## src/rtl/big_split_nway.sv

```systemverilog
// big_split_nway
//
// Joins a data token with a destination select (ctl_sel) and a core/network
// select (core_sel).  Each token goes to exactly one place: the local core
// FIFO, one of NUM_OUT network port FIFOs, or it is dropped and counted.
// Every destination has its own DEPTH-entry FIFO, so a stalled port only
// blocks the input join while the token at the head of the input is
// addressed to it.
//
// Ports
//   clk, reset                     single clock, synchronous active-high reset
//   in_data/in_valid/in_ready      data channel
//   ctl_sel/ctl_valid/ctl_ready    destination port index
//   core_sel/core_valid/core_ready 1 = local core, 0 = network port
//   out_data/out_valid/out_ready   network ports, port p at [p*WIDTH +: WIDTH]
//   core_out_*                     local core port
//   drop_cnt                       saturating count of illegal-select drops

module big_split_nway #(
    parameter int WIDTH   = 11,
    parameter int NUM_OUT = 4,
    parameter int SEL_W   = 2,
    parameter int DEPTH   = 2
) (
    input  logic                     clk,
    input  logic                     reset,
    input  logic [WIDTH-1:0]         in_data,
    input  logic                     in_valid,
    output logic                     in_ready,
    input  logic [SEL_W-1:0]         ctl_sel,
    input  logic                     ctl_valid,
    output logic                     ctl_ready,
    input  logic                     core_sel,
    input  logic                     core_valid,
    output logic                     core_ready,
    output logic [NUM_OUT*WIDTH-1:0] out_data,
    output logic [NUM_OUT-1:0]       out_valid,
    input  logic [NUM_OUT-1:0]       out_ready,
    output logic [WIDTH-1:0]         core_out_data,
    output logic                     core_out_valid,
    input  logic                     core_out_ready,
    output logic [7:0]               drop_cnt
);

    // Destination index NUM_OUT is the local core FIFO.
    localparam int NDEST = NUM_OUT + 1;
    localparam int PW    = (DEPTH > 1) ? $clog2(DEPTH) : 1;
    localparam int CW    = $clog2(DEPTH + 1);

    logic [NDEST-1:0]            tgt;
    logic [NDEST-1:0]            can_push;
    logic [NDEST-1:0]            push;
    logic [NDEST-1:0]            pop;
    logic [NDEST-1:0]            fifo_valid;
    logic [NDEST-1:0]            dest_ready;
    logic [NDEST-1:0][WIDTH-1:0] head_data;
    logic                        is_drop;
    logic                        all_valid;
    logic                        fire;

    assign dest_ready = {core_out_ready, out_ready};
    assign pop        = fifo_valid & dest_ready;

    // One-hot resolved destination; all zeros means the select is illegal.
    always_comb begin
        tgt = '0;
        if (core_sel) begin
            tgt[NUM_OUT] = 1'b1;
        end else begin
            for (int p = 0; p < NUM_OUT; p++) begin
                if (ctl_sel == SEL_W'(p)) begin
                    tgt[p] = 1'b1;
                end
            end
        end
    end

    assign is_drop   = (tgt == '0);
    assign all_valid = in_valid & ctl_valid & core_valid & ~reset;
    // Drops never wait on FIFO space.
    assign fire      = all_valid & (is_drop | (|(tgt & can_push)));
    assign push      = {NDEST{fire}} & tgt;

    assign in_ready   = fire;
    assign ctl_ready  = fire;
    assign core_ready = fire;

    for (genvar d = 0; d < NDEST; d++) begin : g_fifo
        logic [WIDTH-1:0] mem [DEPTH];
        logic [PW-1:0]    rd_ptr;
        logic [PW-1:0]    wr_ptr;
        logic [CW-1:0]    count;

        always_ff @(posedge clk) begin
            if (reset) begin
                rd_ptr <= '0;
                wr_ptr <= '0;
                count  <= '0;
            end else begin
                if (push[d]) begin
                    wr_ptr <= (wr_ptr == PW'(DEPTH - 1)) ? '0 : wr_ptr + 1'b1;
                end
                if (pop[d]) begin
                    rd_ptr <= (rd_ptr == PW'(DEPTH - 1)) ? '0 : rd_ptr + 1'b1;
                end
                case ({push[d], pop[d]})
                    2'b10:   count <= count + 1'b1;
                    2'b01:   count <= count - 1'b1;
                    default: count <= count;
                endcase
            end
        end

        always_ff @(posedge clk) begin
            if (push[d]) begin
                mem[wr_ptr] <= in_data;
            end
        end

        assign fifo_valid[d] = (count != '0);
        // A full FIFO still takes a token when its head leaves this cycle.
        assign can_push[d]   = (count != CW'(DEPTH)) | pop[d];
        // Empty FIFOs present zero so nothing stale is ever visible.
        assign head_data[d]  = fifo_valid[d] ? mem[rd_ptr] : '0;
    end

    always_ff @(posedge clk) begin
        if (reset) begin
            drop_cnt <= '0;
        end else if (fire && is_drop && (drop_cnt != 8'hFF)) begin
            drop_cnt <= drop_cnt + 8'd1;
        end
    end

    assign out_data       = head_data[NUM_OUT-1:0];
    assign out_valid      = fifo_valid[NUM_OUT-1:0];
    assign core_out_data  = head_data[NUM_OUT];
    assign core_out_valid = fifo_valid[NUM_OUT];

endmodule

```

## config.mk

```make
export PLATFORM = sky130hd
export DESIGN_NAME = big_split_nway
export DESIGN_NICKNAME = d
export VERILOG_FILES = /design/src/rtl/big_split_nway.sv
export SDC_FILE = /design/constraint.sdc
export NUM_CORES = 1
export LEC_CHECK = 0
export CORE_UTILIZATION = 53
export CTS_CLUSTER_DIAMETER = 60
export DETAILED_ROUTE_END_ITERATION = 8
export HOLD_SLACK_MARGIN = 0.12
export PLACE_DENSITY = 0.8
export SLEW_MARGIN = 20
export SYNTH_ARGS = -nofsm -noshare
export SYNTH_HDL_FRONTEND = slang
export SYNTH_SLANG_ARGS = --single-unit
```

## constraint.sdc

```tcl
create_clock -name clk -period 3.6 [get_ports clk]
set_input_delay 0.54 -clock clk [delete_from_list [all_inputs] [get_ports clk]]
set_output_delay 0.54 -clock clk [all_outputs]
set_load 0.01 [all_outputs]
```

==> metrics.cfg <==
[route]
drc=0
dr.pass1.iters=4
antenna_left=0
drt_iter0_drc=173
vias=3461
vias_per_cell=5.33
routed_wl_mm=11.4
wl_per_cell_um=17.5

[final_layout]
n_fill_cell=699
drive_gt1_share_pct=8.77
antennaDiodeCount=0
area_delta_synth_final_pct=30.7
final_area_um2=7320
fin_nets=529

[synthesis]
synth_compound_area_share_pct=2.77
synth_top_area_share_pct=59.0
synthAdderAreaFrac_pct=1.12
ys_top_cells_by_area=edfxtp_1 (59%), dfxtp_1 (12%), mux2i_1 (9.8%)
synth_top_family_by_area=simple AND/OR/NAND/NOR gates
syn_avg_cell_area_um2=14.1
synth_mux_area_share_pct=9.83
ys_types=34
seq_area_frac_synth_pct=70.7
synth_common_cells=edfxtp_1 (110), nor2_1 (77), mux2i_1 (55)
yosys.area_share.simple_pct=11.2
synthCells=398
syn_nets=427
synth_xor_area_share_pct=2.34
syn_area_um2=5600
synthArstFlopShare_pct=0
synth_most_common_cell=edfxtp_1
yosysWarningCount=0
synth.largest_area_cell=edfxtp_1
synth_edf_count=110
yosys_register_bits=143
synth_flop_cell=edfxtp_1

[sta]
slew_viol_final=0
min_period_over_period_pct=89.8
holdWs_ns=0.465
finalWorstSetupSlack_ns=0.367
rsz0062_at_grt=no
period_minus_slack_ns=3.23
hold_viol_final=0
fmax_mhz=309
relSlewSlack_pct=35.6
final-setup-viol-count=0
tns_ns=0
tightest_slew_ns=0.963
clock_skew_ns=0.00775

[cts]
postCtsHoldBufs=0
cts_setup_buffers=0
post_cts_resize_count=0
cts_inserted_buffers=17
cts_tree=done
clockBufferDepth=2
worst_skew_pair.late_latency_ns=0.51
cts.clk_slew.worst_paths_ns=0.06
cts-root-buf=clkbuf_8
htreeDepth=4
cts_sinks=143

[power]
peakVddDrop_v=0.000328
p_total_uw=3640
p_leak_uw=0.00243
power_density_nw_per_um2=497

[place]
place_congestion=0.799
port-buffer-count=94
place_area_um2=6720
preCtsSetupSlack_ns=0.337
dpl.hpwl_mm=7.49

[floorplan]
die_h_um=105
rows=37
pin_count=95
initial_core_util_pct=54.5
die_area_um2=11000
die_width_um=105
coreArea_um2=10300

[outcome]
status=complete, no violations

[setup_path]
cp_max_fo=10
cp.required_ns=3.06
crit_arrival_ns=2.69
worst-setup-path-type=in -> out
end_kind=output pin
startpoint_type=primary input

[global_routing]
track_usage_pct=21.7
grt_pass1_wl_mm=17.8
antenna_found_initial=0
grt_start_max_net_pins=40
first_global_vias=3507
overflow=0

[hold_path]
hold_path_class=reg -> reg

[flow_run]
drv_cap=0

final timing paths:
kind                                   start                               to  slack (ns)  cells past startpoint
min reg2reg         drop_cnt[5]$_SDFFE_PP0P_         drop_cnt[5]$_SDFFE_PP0P_        0.47                      1
max reg2reg  g_fifo[2].count[0]$_SDFFE_PP0P_  g_fifo[3].count[1]$_SDFFE_PP0P_        0.99                      8
max                                 core_sel                         in_ready        0.37                      5
min                 drop_cnt[5]$_SDFFE_PP0P_         drop_cnt[5]$_SDFFE_PP0P_        0.47                      1
cell families after synthesis:
group / after synthesis
buffers and inverters: 27
AND/OR/NAND/NOR: 130
adder cells (fa/ha/maj): 5
flip-flops: 143
AO/OA/AOI/OAI: 23
XOR/XNOR: 15
multiplexers: 55
sequential cells by signal, summed over array words and instances (netlist names), named ones only:
register,cells
g_fifo.mem,110
g_fifo.wr_ptr,5
drop_cnt,8
g_fifo.rd_ptr,5
g_fifo.count,10
critical path: stages:
cell             delay [ns]
clkdlybuf4s50_1        0.56
and3b_1                0.40
a22oi_1                0.15
a21boi_2               0.41
clkdlybuf4s50_1        0.63
metrics by stage:
step	util, %	cells
after global placement	65.4	617
final	71.3	649
after detailed placement	65.4	617
after floorplan	-	398
after global routing	71.3	649
after CTS	71.2	649
routing by layer:
layer	global-route usage, %	routed length [µm]	vias to the layer above
met1	25.5	4670	1712
met2	38.8	6010	100
met3	5.12	508	14
met4	7.85	197	0
met5	0	0	-
li1	-	-	1635
cell type report:
| class | instances | area (µm²) | share of cell area, % |
|---|---|---|---|
| inverter | 7 | 26.3 | 0.359 |
| multi-input combinational | 228 | 1550 | 21.2 |
| clock inverter | 8 | 70.1 | 0.957 |
| timing repair buffer | 103 | 1010 | 13.8 |
| sequential | 143 | 3960 | 54.1 |
| tap | 136 | 170 | 2.32 |
| clock buffer | 24 | 536 | 7.31 |
report_power, final:
part           switching, µW  leakage [µW]  total [µW]  internal (µW)
Combinational           68.1      0.000872         131           63.0
Clock                    626      0.000304        1720           1100
Sequential              8.83       0.00125        1790           1780
Total                    703       0.00243        3640           2940
cells in the final DEF, fill, tap and decap left out, drive strengths merged, types with 8 or more instances in the layout:
cell	count
a21oi	8
buf	9
clkbuf	24
clkdlybuf4s50	94
dfxtp	33
edfxtp	110
inv	9
mux2i	55
nand2	8
nor2	77
nor2b	13
xnor2	10
(Power assumes the default switching activity.)
